===== src/rtl/adc_capture_ctrl.sv =====
// Triggered capture sequencer for the ADC sample ring buffer: fills a pre-trigger
// window, waits for a software or level-crossing trigger, records a post-trigger window.
module adc_capture_ctrl #(
  parameter int SAMPLE_WIDTH = 16,
  parameter int PTR_BITS     = 10
) (
  input  logic                    wb_clk_i,
  input  logic                    wb_rst_i,
  input  logic                    arm,
  input  logic                    abort,
  input  logic                    sw_trig,
  input  logic                    trig_en,
  input  logic                    trig_rise,
  input  logic [SAMPLE_WIDTH-1:0] trig_level,
  input  logic [PTR_BITS-1:0]     pre_cnt,
  input  logic [PTR_BITS-1:0]     post_cnt,
  input  logic                    smp_valid,
  input  logic [SAMPLE_WIDTH-1:0] smp_data,
  output logic                    ram_we,
  output logic [PTR_BITS-1:0]     ram_waddr,
  output logic [SAMPLE_WIDTH-1:0] ram_wdata,
  output logic [2:0]              state,
  output logic                    busy,
  output logic                    done,
  output logic                    cfg_err,
  output logic [PTR_BITS-1:0]     trig_addr,
  output logic [PTR_BITS-1:0]     start_addr
);

  typedef enum logic [2:0] {
    S_IDLE  = 3'd0,
    S_FILL  = 3'd1,
    S_ARMED = 3'd2,
    S_POST  = 3'd3,
    S_DONE  = 3'd4
  } state_e;

  localparam logic [PTR_BITS-1:0] PTR_ONE  = {{(PTR_BITS-1){1'b0}}, 1'b1};
  localparam logic [PTR_BITS:0]   WIN_ONE  = {{PTR_BITS{1'b0}}, 1'b1};
  localparam logic [PTR_BITS:0]   WIN_MAX  = {1'b1, {PTR_BITS{1'b0}}};

  state_e                           state_q, state_d;
  logic [PTR_BITS-1:0]              wr_ptr_q, wr_ptr_d;
  logic [PTR_BITS-1:0]              pre_q, pre_d;
  logic [PTR_BITS-1:0]              post_q, post_d;
  logic [PTR_BITS-1:0]              cnt_q, cnt_d;
  logic                             pend_q, pend_d;
  logic                             prev_vld_q, prev_vld_d;
  logic signed [SAMPLE_WIDTH-1:0]   prev_q, prev_d;
  logic                             ram_we_d;
  logic [PTR_BITS-1:0]              ram_waddr_d;
  logic [SAMPLE_WIDTH-1:0]          ram_wdata_d;
  logic                             cfg_err_d;
  logic [PTR_BITS-1:0]              trig_addr_d, start_addr_d;
  logic                             busy_d, done_d;

  // Window length is evaluated one bit wider so a full-ring window (2^PTR_BITS) is legal.
  logic [PTR_BITS:0]                win_len;
  logic                             cfg_bad;
  logic signed [SAMPLE_WIDTH-1:0]   cur_s, lvl_s;
  logic                             rise_x, fall_x, level_hit;
  logic                             capturing, wr_fire;
  logic [PTR_BITS-1:0]              cnt_inc;

  assign win_len   = {1'b0, pre_cnt} + {1'b0, post_cnt} + WIN_ONE;
  assign cfg_bad   = (win_len > WIN_MAX);

  assign cur_s     = $signed(smp_data);
  assign lvl_s     = $signed(trig_level);
  assign rise_x    = (prev_q <  lvl_s) && (lvl_s <= cur_s);
  assign fall_x    = (prev_q >= lvl_s) && (lvl_s >  cur_s);
  assign level_hit = trig_en && prev_vld_q && (trig_rise ? rise_x : fall_x);

  assign capturing = (state_q == S_FILL) || (state_q == S_ARMED) || (state_q == S_POST);
  assign wr_fire   = capturing && smp_valid && !abort;
  assign cnt_inc   = cnt_q + PTR_ONE;

  always_comb begin
    // NOTE: every variable gets a default before any branch, so no path leaves a latch.
    state_d      = state_q;
    wr_ptr_d     = wr_ptr_q;
    pre_d        = pre_q;
    post_d       = post_q;
    cnt_d        = cnt_q;
    pend_d       = pend_q;
    prev_vld_d   = prev_vld_q;
    prev_d       = prev_q;
    ram_we_d     = 1'b0;
    ram_waddr_d  = ram_waddr;
    ram_wdata_d  = ram_wdata;
    cfg_err_d    = 1'b0;
    trig_addr_d  = trig_addr;
    start_addr_d = start_addr;

    if (abort) begin
      // Abort beats everything, including a sample or arm in the same cycle.
      if (state_q != S_IDLE) begin
        state_d = S_IDLE;
        pend_d  = 1'b0;
      end
    end else begin
      if (wr_fire) begin
        ram_we_d    = 1'b1;
        ram_waddr_d = wr_ptr_q;
        ram_wdata_d = smp_data;
        wr_ptr_d    = wr_ptr_q + PTR_ONE;
        prev_d      = cur_s;
        prev_vld_d  = 1'b1;
      end

      case (state_q)
        S_IDLE, S_DONE: begin
          if (arm) begin
            if (cfg_bad) begin
              cfg_err_d = 1'b1;
            end else begin
              wr_ptr_d   = '0;
              pre_d      = pre_cnt;
              post_d     = post_cnt;
              cnt_d      = '0;
              pend_d     = 1'b0;
              prev_vld_d = 1'b0;
              state_d    = (pre_cnt == '0) ? S_ARMED : S_FILL;
            end
          end
        end

        S_FILL: begin
          if (smp_valid) begin
            cnt_d = cnt_inc;
            if (cnt_inc == pre_q) begin
              cnt_d   = '0;
              state_d = S_ARMED;
            end
          end
        end

        S_ARMED: begin
          if (sw_trig) pend_d = 1'b1;
          if (smp_valid && (pend_q || sw_trig || level_hit)) begin
            trig_addr_d  = wr_ptr_q;
            start_addr_d = wr_ptr_q - pre_q;
            pend_d       = 1'b0;
            cnt_d        = '0;
            state_d      = (post_q == '0) ? S_DONE : S_POST;
          end
        end

        S_POST: begin
          if (smp_valid) begin
            cnt_d = cnt_inc;
            if (cnt_inc == post_q) state_d = S_DONE;
          end
        end

        default: state_d = S_IDLE;
      endcase
    end

    busy_d = (state_d == S_FILL) || (state_d == S_ARMED) || (state_d == S_POST);
    done_d = (state_d == S_DONE);
  end

  always_ff @(posedge wb_clk_i) begin
    // NOTE: non-blocking assignments so every flop samples pre-edge values regardless of order.
    if (wb_rst_i) begin
      state_q    <= S_IDLE;
      wr_ptr_q   <= '0;
      pre_q      <= '0;
      post_q     <= '0;
      cnt_q      <= '0;
      pend_q     <= 1'b0;
      prev_vld_q <= 1'b0;
      prev_q     <= '0;
      ram_we     <= 1'b0;
      ram_waddr  <= '0;
      ram_wdata  <= '0;
      cfg_err    <= 1'b0;
      trig_addr  <= '0;
      start_addr <= '0;
      busy       <= 1'b0;
      done       <= 1'b0;
    end else begin
      state_q    <= state_d;
      wr_ptr_q   <= wr_ptr_d;
      pre_q      <= pre_d;
      post_q     <= post_d;
      cnt_q      <= cnt_d;
      pend_q     <= pend_d;
      prev_vld_q <= prev_vld_d;
      prev_q     <= prev_d;
      ram_we     <= ram_we_d;
      ram_waddr  <= ram_waddr_d;
      ram_wdata  <= ram_wdata_d;
      cfg_err    <= cfg_err_d;
      trig_addr  <= trig_addr_d;
      start_addr <= start_addr_d;
      busy       <= busy_d;
      done       <= done_d;
    end
  end

  assign state = state_q;

endmodule


===== config.mk =====
export PLATFORM = sky130hd
export DESIGN_NAME = adc_capture_ctrl
export DESIGN_NICKNAME = d
export VERILOG_FILES = /design/src/rtl/adc_capture_ctrl.sv
export SDC_FILE = /design/constraint.sdc
export NUM_CORES = 1
export LEC_CHECK = 0
export CAP_MARGIN = 20
export CORE_AREA = 3 3 130 132
export DETAILED_ROUTE_END_ITERATION = 10
export DIE_AREA = 0 0 133 135
export PLACE_DENSITY = 0.68
export REMOVE_ABC_BUFFERS = 1
export SYNTH_ARGS = -nofsm -noshare
export SYNTH_HDL_FRONTEND = slang
export SYNTH_SLANG_ARGS = --single-unit

===== constraint.sdc =====
create_clock -name wb_clk_i -period 5 [get_ports wb_clk_i]
set_input_delay 1.25 -clock wb_clk_i [delete_from_list [all_inputs] [get_ports wb_clk_i]]
set_output_delay 1.25 -clock wb_clk_i [all_outputs]
set_load 0.05 [all_outputs]

==> impl_metrics.tcl <==
set metrics [dict create \
    fill_cells 1519 \
    critical_path_max_stage_delay_ps 520 \
    post-layout-total-power_mw 1.77 \
    floorplan.die_area_um2 18000 \
    finalWirelength_um 16800 \
    timing.critical_path.from_type "input pin" \
    global_route.usage.total 0.185 \
    design.core.area_um2 15800 \
    dp_hpwl_um 12600 \
    cts_repair_resize_count 0 \
    arrival_ps 4650 \
    syn_to_final_growth_pct 24.4 \
    final_max_slew_viol_count 0 \
    leakagePower_nw 3.14 \
    io_buffers 112 \
    dpl_worst_slack_ps 278 \
    dpl_cell_area_um2 7560 \
    routed_via_density 5.26 \
    drt-pass1-iter-count 5 \
    final.min_clock_period_ps 4400 \
    final-instance-count-excl-fill 1102 \
    grt_antenna_before_repair 0 \
    grt_start_max_net_pins 72 \
    dp.cells 1087 \
    num-nets-final 997 \
    drt_first_iter_violations 376 \
    remaining_routing_drc_violations 0 \
    delay_heaviest_family_cp "compound AO/OA/AOI/OAI gates" \
    critPathBufInv 3 \
    grt_pass1_vias 5361 \
    vias 5796 \
    finalCoreUtilization 0.495 \
    hold_path.class "flop to flop" \
    worst_path_max_delay_cell "sky130_fd_sc_hd__clkdlybuf4s50_1" \
    worstRegToRegCells 9 \
    cts.root.buffer_cell "sky130_fd_sc_hd__clkbuf_16" \
    timing.slew.headroom 0.320 \
    timing_worst_setup_path_type "input pin to flop" \
    die-width_um 133 \
    ir_drop_mv 0.155 \
    fmax_mhz 227 \
    hold_buffer_count_at_cts 0 \
    initial_utilization 0.398 \
    finalClockSkew_ps 9.85 \
    min_delay_worst_endpoint "ram_waddr[6]" \
    post_synth.cell_area_avg_um2 7.97 \
    netlist_area_um2 6300 \
    post-synth-top-area-fraction 0.302 \
    tritoncts_buffer_count 9 \
    setup_viol 0 \
    finalInstanceArea_um2 7840 \
    synth_warnings 0 \
    cts.clk_slew.worst_paths_ps 70 \
    fp-row-count 46 \
    globalRouteOverflowTotal 0 \
    cp-startpoint "pre_cnt[0]" \
    cts.htree.levels 3 \
    timing.reg2reg.setup_slack_ps 1640 \
    ys_dominant_reg_cell "sky130_fd_sc_hd__dfxtp_1" \
    post-cts-setup-buffer-count 0 \
    latest_clock_arrival_within_the_worst_skew_pair_ps 350 \
    wire_length_of_the_first_global_routing_pass_um 27000 \
    timing.critical_path.fanout_max 24 \
    cap_violations 0 \
    pin_count 113 \
    cts_tree "done" \
    crit_path_frequent_cell "sky130_fd_sc_hd__o211ai_1" \
    yosys-top-cells-area "sky130_fd_sc_hd__dfxtp_1 (30%), sky130_fd_sc_hd__ha_1 (11%), sky130_fd_sc_hd__mux2i_1 (5.9%)" \
    worstReg2RegStart "cnt_q[0]" \
    tns_ps 0 \
    fin_ws_ps 598 \
    r2r-end "busy" \
    holdCritStartpoint "ram_waddr[6]" \
    worstPathCellList "clkdlybuf4s50_1 -> inv_1 -> ha_1 -> fa_1 -> nor2b_1 -> o211ai_1 -> a2111o_1 -> o211ai_1 -> o2111ai_1 -> a211oi_4 -> buf_12 -> nor3_1 -> o221a_2" \
    ctsLongestPathBuffers 2 \
    rsz0062_at_grt "no" \
    number_of_library_cell_types_mapped_by_synthesis 64 \
    drt-wirelength-per-cell_um 15.2 \
    postSynth.asyncResetShare 0 \
    worst_ep_required_ps 5250 \
    antenna_left 0 \
    tightest_slew_ps 1020 \
    number_of_flops_mapped_to_enable_cells_by_yosys 0 \
    routabilityCongestion 0.924 \
    outcome "finished, final reports clean" \
    antenna_cells_inserted 0 \
    final_hold_viols 0 \
    hold_slack_ps 454 \
    ys_seq_elements 95 \
    worst_hold_path.num_cells 2 \
    clock-sinks 95 \
    synth_top_cell_by_area "sky130_fd_sc_hd__dfxtp_1" \
    power_per_cell_area_nw_per_um2 225 \
    die_height_um 135 \
    drive_above_1_share 0.0418 \
    synth.yosys.seq_area_share 0.302 \
    end_kind "flop" \
    min_period_over_period 0.880 \
    syn_inst 791 \
]
-- power breakdown --
group          leakage, nW  internal [mW]  switching (mW)
registers            0.767          0.769          0.0159
logic                 2.23          0.145           0.171
clock network        0.142          0.364           0.303
-- routing by layer --
layer / track usage / part of all wire / up-vias
met5: 0 / 0 / -
met1: 0.255 / 0.49 / 2669
li1: - / - / 2969
met2: 0.293 / 0.44 / 146
met4: 0.0427 / 0.0084 / 0
met3: 0.0458 / 0.055 / 12
-- kinds of logic after synthesis --
group,synth area share
flip-flops,0.302
AO/OA/AOI/OAI,0.181
XOR/XNOR,0.0536
multiplexers,0.0587
adder cells (fa/ha/maj),0.112
AND/OR/NAND/NOR,0.226
buffers and inverters,0.0677
-- cells in the mapped netlist, types with 9 or more instances --
master / count
sky130_fd_sc_hd__dfxtp_1: 95
sky130_fd_sc_hd__nand2_1: 94
sky130_fd_sc_hd__nor2_1: 74
sky130_fd_sc_hd__inv_1: 61
sky130_fd_sc_hd__ha_1: 53
sky130_fd_sc_hd__a21oi_1: 51
sky130_fd_sc_hd__o21ai_0: 39
sky130_fd_sc_hd__mux2i_1: 37
sky130_fd_sc_hd__clkbuf_1: 25
sky130_fd_sc_hd__nor3_1: 19
sky130_fd_sc_hd__xnor2_1: 19
sky130_fd_sc_hd__nand3_1: 18
sky130_fd_sc_hd__xor2_1: 17
sky130_fd_sc_hd__nand4_1: 14
sky130_fd_sc_hd__nor2b_1: 14
sky130_fd_sc_hd__nand2b_1: 11
sky130_fd_sc_hd__and2_1: 10
sky130_fd_sc_hd__a211oi_1: 9
sky130_fd_sc_hd__a31oi_1: 9
-- worst min-delay path, delay by kind of cell (launching register included) --
family             cells  cell delay (ps)
AOI/OAI and AO/OA      1               50
DFF                    1              310
and+or+nand+nor        1               50
-- worst max-delay path by stage --
stage	cells past startpoint	endpoint	slack, ps
6_report	13	pend_q	600
5_1_grt	13	post_q[5]	380
4_1_cts	13	pend_q	640
3_5_place_dp	13	pend_q	280
3_3_place_gp	13	pend_q	350
2_1_floorplan	11	prev_vld_q	140
-- area by class of cell --
cell class | instances | area [um^2] | share of cell area
clock inverters | 4 | 27.5 | 0.00351
well taps | 216 | 270 | 0.0345
clock buffers | 11 | 253 | 0.0322
flip-flops and latches | 95 | 1900 | 0.243
inverters | 62 | 233 | 0.0297
repair buffers | 117 | 1170 | 0.149
multi-input cells | 597 | 3990 | 0.509
-- sequential cells by signal (all words and copies together) (netlist names) --
register,flops
prev_q,16
cnt_q,10
post_q,10
pre_q,10
ram_waddr,10
start_addr,10
trig_addr,10
wr_ptr_q,10
state,3
busy,1
cfg_err,1
done,1
pend_q,1
prev_vld_q,1
ram_we,1
-- placed cells by master, fill, tap and decap left out, types with 7 or more instances in the layout --
master,netlist,routed
sky130_fd_sc_hd__a31oi_1,9,9
sky130_fd_sc_hd__dfxtp_1,95,95
sky130_fd_sc_hd__xnor2_1,19,19
sky130_fd_sc_hd__nor2b_1,14,14
sky130_fd_sc_hd__and2_1,10,10
sky130_fd_sc_hd__nor4_1,7,7
sky130_fd_sc_hd__nor2_1,74,74
sky130_fd_sc_hd__nand3_1,18,18
sky130_fd_sc_hd__nor3_1,19,18
sky130_fd_sc_hd__nand2_1,94,94
sky130_fd_sc_hd__nand2b_1,11,11
sky130_fd_sc_hd__and3_1,7,7
sky130_fd_sc_hd__nand4_1,14,14
sky130_fd_sc_hd__a211oi_1,9,9
sky130_fd_sc_hd__clkdlybuf4s50_1,0,111
sky130_fd_sc_hd__inv_1,61,61
sky130_fd_sc_hd__xor2_1,17,17
sky130_fd_sc_hd__o21ai_0,39,39
sky130_fd_sc_hd__mux2i_1,37,37
sky130_fd_sc_hd__o211ai_1,7,7
sky130_fd_sc_hd__clkbuf_16,0,9
sky130_fd_sc_hd__a21oi_1,51,51
sky130_fd_sc_hd__ha_1,53,53
Note: power is estimated with default switching activity, not from simulation.
